==> config.mk <==
export PLATFORM = sky130hd
export DESIGN_NAME = hash_slot_sched
export DESIGN_NICKNAME = d
export VERILOG_FILES = /design/src/rtl/hash_slot_sched.sv
export SDC_FILE = /design/constraint.sdc
export NUM_CORES = 1
export LEC_CHECK = 0
export ABC_AREA = 1
export CAP_MARGIN = 0
export CORE_UTILIZATION = 50
export CTS_CLUSTER_DIAMETER = 80
export DETAILED_ROUTE_END_ITERATION = 6
export PLACE_DENSITY = 0.7
export SLEW_MARGIN = 20
export SYNTH_ARGS = -nofsm -noshare
export SYNTH_HDL_FRONTEND = slang
export SYNTH_SLANG_ARGS = --single-unit
==> constraint.sdc <==
create_clock -name clk -period 2.1 [get_ports clk]
set_input_delay 0.42 -clock clk [delete_from_list [all_inputs] [get_ports clk]]
set_output_delay 0.42 -clock clk [all_outputs]
set_load 0.05 [all_outputs]
==> src/rtl/hash_slot_sched.sv <==
// -----------------------------------------------------------------------------
// hash_slot_sched
//
// Round-robin scheduler between the two-slot parameter-valid register and the
// hash core. When a slot reports valid parameters it is selected, the core is
// started with a one-cycle pulse, and the slot select / mode are held stable
// until the slot is released again with a one-cycle parameter-clear pulse.
// The release happens on core completion or on a watchdog timeout. A global
// hash clear aborts any job in flight.
//
// Parameters
//   TMO_CYC      watchdog limit in RUN cycles, 0 disables the watchdog
//
// Ports
//   clk          system clock, rising edge
//   rst_n        asynchronous active-low reset
//   clr_hash     global hash clear (level), aborts any job
//   s0_prm_vld   slot 0 parameters valid
//   s0_flg_384   slot 0 mode (1 = SHA-384, 0 = SHA-256)
//   s1_prm_vld   slot 1 parameters valid
//   s1_flg_384   slot 1 mode
//   s0_prm_clr   one-cycle pulse releasing slot 0
//   s1_prm_clr   one-cycle pulse releasing slot 1
//   hash_start   one-cycle pulse starting the core
//   hash_sel     selected slot, stable from START through CLR
//   hash_384     mode of selected slot, stable from START through CLR
//   hash_done    core completion pulse
//   hash_abort   one-cycle pulse, core abandons the current job
//   sched_busy   scheduler is not idle
//   tmo_err      sticky watchdog error
// -----------------------------------------------------------------------------
module hash_slot_sched #(
    parameter int unsigned TMO_CYC = 32'd4096
) (
    input  logic clk,
    input  logic rst_n,
    input  logic clr_hash,
    input  logic s0_prm_vld,
    input  logic s0_flg_384,
    input  logic s1_prm_vld,
    input  logic s1_flg_384,
    output logic s0_prm_clr,
    output logic s1_prm_clr,
    output logic hash_start,
    output logic hash_sel,
    output logic hash_384,
    input  logic hash_done,
    output logic hash_abort,
    output logic sched_busy,
    output logic tmo_err
);

    // Watchdog counter width: enough to hold TMO_CYC, never narrower than 1.
    localparam int CNT_RAW = $clog2(TMO_CYC + 32'd1);
    localparam int CNT_W   = (CNT_RAW < 1) ? 1 : CNT_RAW;

    // Counter value on the last permitted RUN cycle. Only meaningful when the
    // watchdog is enabled; the zero fallback keeps the constant in range.
    localparam logic [CNT_W-1:0] TMO_LAST =
        CNT_W'((TMO_CYC > 32'd0) ? (TMO_CYC - 32'd1) : 32'd0);

    typedef enum logic [1:0] {
        ST_IDLE  = 2'd0,
        ST_START = 2'd1,
        ST_RUN   = 2'd2,
        ST_CLR   = 2'd3
    } state_t;

    state_t           state_r;
    logic             last_r;      // slot that was started most recently
    logic [CNT_W-1:0] cnt_r;       // RUN cycles elapsed in the current job

    logic pick_vld_s;
    logic pick_slot_s;
    logic pick_384_s;
    logic tmo_hit_s;

    // Slot arbitration: a lone valid slot wins outright; on a tie the slot
    // that did not run last wins, so slots alternate under full load.
    always_comb begin
        pick_vld_s  = 1'b0;
        pick_slot_s = 1'b0;
        if (s0_prm_vld && s1_prm_vld) begin
            pick_vld_s  = 1'b1;
            pick_slot_s = ~last_r;
        end else if (s0_prm_vld) begin
            pick_vld_s  = 1'b1;
            pick_slot_s = 1'b0;
        end else if (s1_prm_vld) begin
            pick_vld_s  = 1'b1;
            pick_slot_s = 1'b1;
        end else begin
            pick_vld_s  = 1'b0;
            pick_slot_s = 1'b0;
        end
    end

    // Mode of the slot that arbitration picked.
    always_comb begin
        pick_384_s = 1'b0;
        if (pick_slot_s) begin
            pick_384_s = s1_flg_384;
        end else begin
            pick_384_s = s0_flg_384;
        end
    end

    // Watchdog expiry on the current RUN cycle.
    always_comb begin
        tmo_hit_s = 1'b0;
        if ((TMO_CYC != 32'd0) && (cnt_r == TMO_LAST)) begin
            tmo_hit_s = 1'b1;
        end else begin
            tmo_hit_s = 1'b0;
        end
    end

    // Scheduler FSM with all outputs registered. Pulse outputs default low
    // each cycle and are raised on the transition into the state they mark,
    // so they are visible exactly during that state.
    always_ff @(posedge clk or negedge rst_n) begin
        if (!rst_n) begin
            state_r    <= ST_IDLE;
            last_r     <= 1'b1;
            cnt_r      <= {CNT_W{1'b0}};
            s0_prm_clr <= 1'b0;
            s1_prm_clr <= 1'b0;
            hash_start <= 1'b0;
            hash_sel   <= 1'b0;
            hash_384   <= 1'b0;
            hash_abort <= 1'b0;
            sched_busy <= 1'b0;
            tmo_err    <= 1'b0;
        end else begin
            s0_prm_clr <= 1'b0;
            s1_prm_clr <= 1'b0;
            hash_start <= 1'b0;
            hash_abort <= 1'b0;

            if (clr_hash) begin
                // Global clear wins over every transition. Upstream clears
                // its own slots, so no release pulse is sent; the core only
                // needs telling if it was actually handed a job.
                state_r    <= ST_IDLE;
                sched_busy <= 1'b0;
                tmo_err    <= 1'b0;
                cnt_r      <= {CNT_W{1'b0}};
                hash_abort <= (state_r == ST_START) || (state_r == ST_RUN);
            end else begin
                case (state_r)
                    ST_IDLE: begin
                        if (pick_vld_s) begin
                            hash_sel   <= pick_slot_s;
                            hash_384   <= pick_384_s;
                            hash_start <= 1'b1;
                            sched_busy <= 1'b1;
                            state_r    <= ST_START;
                        end else begin
                            sched_busy <= 1'b0;
                            state_r    <= ST_IDLE;
                        end
                    end

                    ST_START: begin
                        cnt_r      <= {CNT_W{1'b0}};
                        last_r     <= hash_sel;
                        sched_busy <= 1'b1;
                        state_r    <= ST_RUN;
                    end

                    ST_RUN: begin
                        // A dropped valid on the running slot does not
                        // matter here: the job always finishes with a release.
                        if (hash_done) begin
                            s0_prm_clr <= ~hash_sel;
                            s1_prm_clr <= hash_sel;
                            sched_busy <= 1'b1;
                            state_r    <= ST_CLR;
                        end else if (tmo_hit_s) begin
                            tmo_err    <= 1'b1;
                            s0_prm_clr <= ~hash_sel;
                            s1_prm_clr <= hash_sel;
                            sched_busy <= 1'b1;
                            state_r    <= ST_CLR;
                        end else begin
                            cnt_r      <= cnt_r + CNT_W'(1);
                            sched_busy <= 1'b1;
                            state_r    <= ST_RUN;
                        end
                    end

                    ST_CLR: begin
                        // Upstream drops the released valid on this edge, so
                        // IDLE cannot pick the same slot up again.
                        sched_busy <= 1'b0;
                        state_r    <= ST_IDLE;
                    end

                    default: begin
                        sched_busy <= 1'b0;
                        state_r    <= ST_IDLE;
                    end
                endcase
            end
        end
    end

endmodule
==> results.md <==
Status:
- The flow ran to the end, and the final reports show no timing, DRC or antenna violations.

Clocking:
- The count of instances resized after the clock tree is built is 0.
- The maximum root-to-sink buffer count is 2.
- Clock-pin slew was measured on the worst setup and hold paths at 0.14 ns.
- The TritonCTS sink count is 24.
- The TritonCTS clock tree is yes.
- The number of post-CTS setup repair buffers is 0.
- The clock tree root driver cell is sky130_fd_sc_hd__clkbuf_4.
- CTS built an H-tree with a depth of 1.
- The number of hold buffers added after CTS was 0.
- The source-to-sink clock delay at the later pin of the worst-skew pair is 0.32 ns.
- Counting the buffers created by CTS gives 3.

GRT:
- The remaining global-route overflow is 0.
- Entering global routing, the biggest net connects 25 pins.
- The initial antenna violation count was 0.
- The via count of the first global-routing pass came to around 950.
- Across every metal layer, demand over resource in global routing totals approximately 22%.
- The wire length of the first global-routing pass is about 4300 um.

Setup path:
- Of all nets on the critical path, the largest fanout is 2.
- Traced cell by cell, the critical path runs through clkdlybuf4s50_1.
- The critical path is of the reg2out type.
- The worst setup path is captured at an output port.
- Data on the critical path is required at its endpoint by roughly 1.7 ns.
- The worst path buffer plus inverter count is 1.
- On the worst path, the slowest cell contributes a delay of a little over 0.8 ns.
- The slowest stage of the critical path belongs to the cell sky130_fd_sc_hd__clkdlybuf4s50_1.
- The cell class contributing the biggest share of worst-path delay is buffers and inverters.
- The critical path arrival is 1.53 ns.
- The critical path startpoint category is a flop.

Layout:
- Cells with a size suffix above 1 make up about 8.8% of the layout.
- The library cells used most frequently in the layout, excluding fill and tap cells, are sky130_fd_sc_hd__nand2_1 (36), sky130_fd_sc_hd__dfrtp_1 (23), sky130_fd_sc_hd__nand3_1 (20), sky130_fd_sc_hd__nor2_1 (19), sky130_fd_sc_hd__inv_1 (18).
- The number of antenna diodes is 0.
- The leading cell type in the layout, fill and taps excluded is sky130_fd_sc_hd__nand2_1.
- The number of fill cells is roughly 220.
- The post-layout instance area is between 1500 and 2000 um^2.
- For this run, the post-layout net count is between 150 and 200.
- The layout overhead on the synthesized area is 17.9%.

Routing:
- Using the TritonRoute via totals, the vias-per-cell ratio works out to 5.20.
- The first routing iteration left 18 violations.
- Wires add up to between 2000 and 3000 um.
- Summing over every cut layer, the via total after detailed routing is ~1,100.
- The number of remaining DRC errors is 0.
- The average detailed-routed wire length per instance is roughly 12 um.
- The first-pass detailed-route iteration total is 4.
- The count of nets left with antenna violations once routing finished came out at 0.

Die:
- From bottom edge to top edge, the die measures 53.3 um.
- Measured along the x axis, the die boundary spans roughly 53 um.
- The die covers 2840 um^2.
- The floorplan row count is 18.
- The starting utilization of the core area is around 53%.
- The count of boundary I/O pins is 16.
- The area inside the core boundary is 2480 um^2.

Power:
- The areal power density over the cells is about 840 nW/um^2.
- VDD sags by at most roughly 0.80 mV.
- The analysis attributes to cell leakage a power of 0.684 nW.

Placement:
- The placement-stage cell area is 1500 um^2.
- Detailed placement ended at an HPWL of approximately 2000 um.
- The count of port buffers added during placement is 15.
- The placer's final routability congestion estimate is 0.846.

Yosys:
- The average size of a mapped cell is 8.08 um^2.
- Summing the areas of all and, or, nand and nor instances in the mapped netlist gives between 30% and 40% of the synthesized area.
- Measured against the total synthesized area, the mux share comes to 0%.
- For this run, the register share of the synthesized area comes to a little under half.
- The compound-gate portion of the synthesized area is under 10%.
- The post-synthesis share of cell area spent on xor and xnor gates is between 5 and 6%.
- The post-synthesis net count is around 180.
- After Yosys synthesis, full adders, half adders and majority gates account for 4.75% of the synthesized area.
- Summing every instance area after synthesis gives between 1000 and 1500 um^2.
- The flop and latch count out of synthesis is 24.
- The netlist uses 24 different library cells.
- The synthesized instance count is 163.
- After synthesis, the largest family of logic cells by area is simple AND/OR/NAND/NOR gates.
- The number of warnings printed during yosys synthesis is 0.

Timing:
- The final-report max-slew violation count came to 0.
- Timing would allow up to 512 MHz.
- In this run the tightest slew margin relative to its limit is 65.7%.
- In the finished design, the share of the clock period the worst path needs comes to around 93%.
- For the final database, setup skew stands at approximately 0.0076 ns.
- The hold violation count in the final report is 0.
- Summed over all failing endpoints, the final setup total negative slack is 0 ns.
- The measured slew at the worst slew-check pin is a little over 0.5 ns.
- Setup repair after global routing left no endpoint under its margin.
- The clock period could shrink to 1.95 ns.
- Setup violations remaining at the end of the flow were counted as 0.

Run:
- The tool flagged a number of max-cap violations equal to 0.

Worst hold path:
- The classification of the worst-slack hold path is in2async.
==> flip-flops by register name (all words and copies together), names as in the netlist <==
register	flops
cnt_r	13
hash_384	1
hash_abort	1
hash_sel	1
hash_start	1
last_r	1
s0_prm_clr	1
s1_prm_clr	1
sched_busy	1
state_r	2
tmo_err	1
==> report_power, final <==
group,switching [mW],internal (mW)
combinational,0.281,0.132
sequential,0.0282,0.524
clock,0.144,0.193
==> metrics by stage <==
step	std cells	hold slack, ns	setup WS (ns)	util [%]	total power [mW]
after floorplan	163	0.124	0.604	-	0.835
after global placement	207	0.506	0.344	60.6	0.965
after detailed placement	207	0.514	0.251	60.6	0.976
after CTS	211	0.441	0.132	62.7	1.32
after global routing	211	0.460	0.0744	62.7	1.38
final	211	0.437	0.146	62.7	1.30
==> worst register-to-register path, stage by stage, from the launching register on <==
cell                      delay (ns)
sky130_fd_sc_hd__dfrtp_1        0.41
sky130_fd_sc_hd__ha_1           0.27
sky130_fd_sc_hd__nand2_2        0.11
sky130_fd_sc_hd__nor2_4         0.14
sky130_fd_sc_hd__nand2_2        0.11
sky130_fd_sc_hd__nor2_4         0.11
sky130_fd_sc_hd__nand2_2        0.08
sky130_fd_sc_hd__nand2_4        0.15
sky130_fd_sc_hd__nand2_1        0.14
sky130_fd_sc_hd__nand2_1        0.09
sky130_fd_sc_hd__nand2_1        0.05
==> routing by layer <==
| layer | vias up | track usage, % | share of wire [%] |
|---|---|---|---|
| met5 | - | 0 | 0 |
| met4 | 0 | 13.2 | 3.5 |
| met3 | 10 | 5.17 | 4.7 |
| met2 | 31 | 29.8 | 42 |
| met1 | 498 | 30.0 | 49 |
| li1 | 558 | - | - |
==> path summary, 6_finish.rpt <==
kind                               start   endpoint  slack (ns)  cells past startpoint
worst max-delay path             tmo_err    tmo_err        0.15                      1
worst min-delay path               rst_n  cnt_r[12]        0.44                      2
worst max register to register  cnt_r[1]   cnt_r[9]        0.35                     10
worst min register to register    last_r     last_r        0.53                      2
max in group asynchronous          rst_n     last_r        1.38                      2
min in group clk                  last_r     last_r        0.53                      2
==> synthesized netlist by cell type <==
cell type	n	share of area [%]
sky130_fd_sc_hd__nand2_1	36	10
sky130_fd_sc_hd__dfrtp_1	23	44
sky130_fd_sc_hd__nand3_1	20	7.6
sky130_fd_sc_hd__nor2_1	19	5.4
sky130_fd_sc_hd__inv_1	18	5.1
sky130_fd_sc_hd__ha_1	5	4.7
sky130_fd_sc_hd__o21ai_1	5	1.9
sky130_fd_sc_hd__xor2_1	5	3.3
sky130_fd_sc_hd__a21oi_1	4	1.5
sky130_fd_sc_hd__o21ai_0	4	1.5
sky130_fd_sc_hd__a31oi_1	3	1.4
sky130_fd_sc_hd__nand2_2	3	1.4
sky130_fd_sc_hd__nor2_4	3	2.6
sky130_fd_sc_hd__xnor2_1	3	2.0
sky130_fd_sc_hd__and3_1	2	0.95
sky130_fd_sc_hd__clkbuf_1	2	0.57
sky130_fd_sc_hd__buf_6	1	0.85
sky130_fd_sc_hd__dfstp_2	1	2.0
sky130_fd_sc_hd__inv_2	1	0.28
sky130_fd_sc_hd__nand2_4	1	0.85
sky130_fd_sc_hd__nand4_1	1	0.48
sky130_fd_sc_hd__nor2_2	1	0.48
sky130_fd_sc_hd__nor4_1	1	0.48
sky130_fd_sc_hd__o21bai_1	1	0.57
==> kinds of logic (layout without fill, tap and decap cells) <==
logic type                 after synthesis  in the layout
DFF                                     24             24
xor gates and xnor gates                 8              8
buffers and inverters                   22             40
and+or+nand+nor                         87             87
adders and majority gates                5              5
AOI/OAI and AO/OA                       17             17
==> final cells by class <==
type / instances / area (um^2) / area share [%]
sequential: 24 / 602 / 38.7
clock inverter: 1 / 30.0 / 1.93
tap: 30 / 37.5 / 2.42
clock buffer: 3 / 22.5 / 1.45
multi-input combinational: 117 / 626 / 40.3
inverter: 19 / 71.3 / 4.59
timing repair buffer: 17 / 165 / 10.6
(Power assumes the default switching activity.)
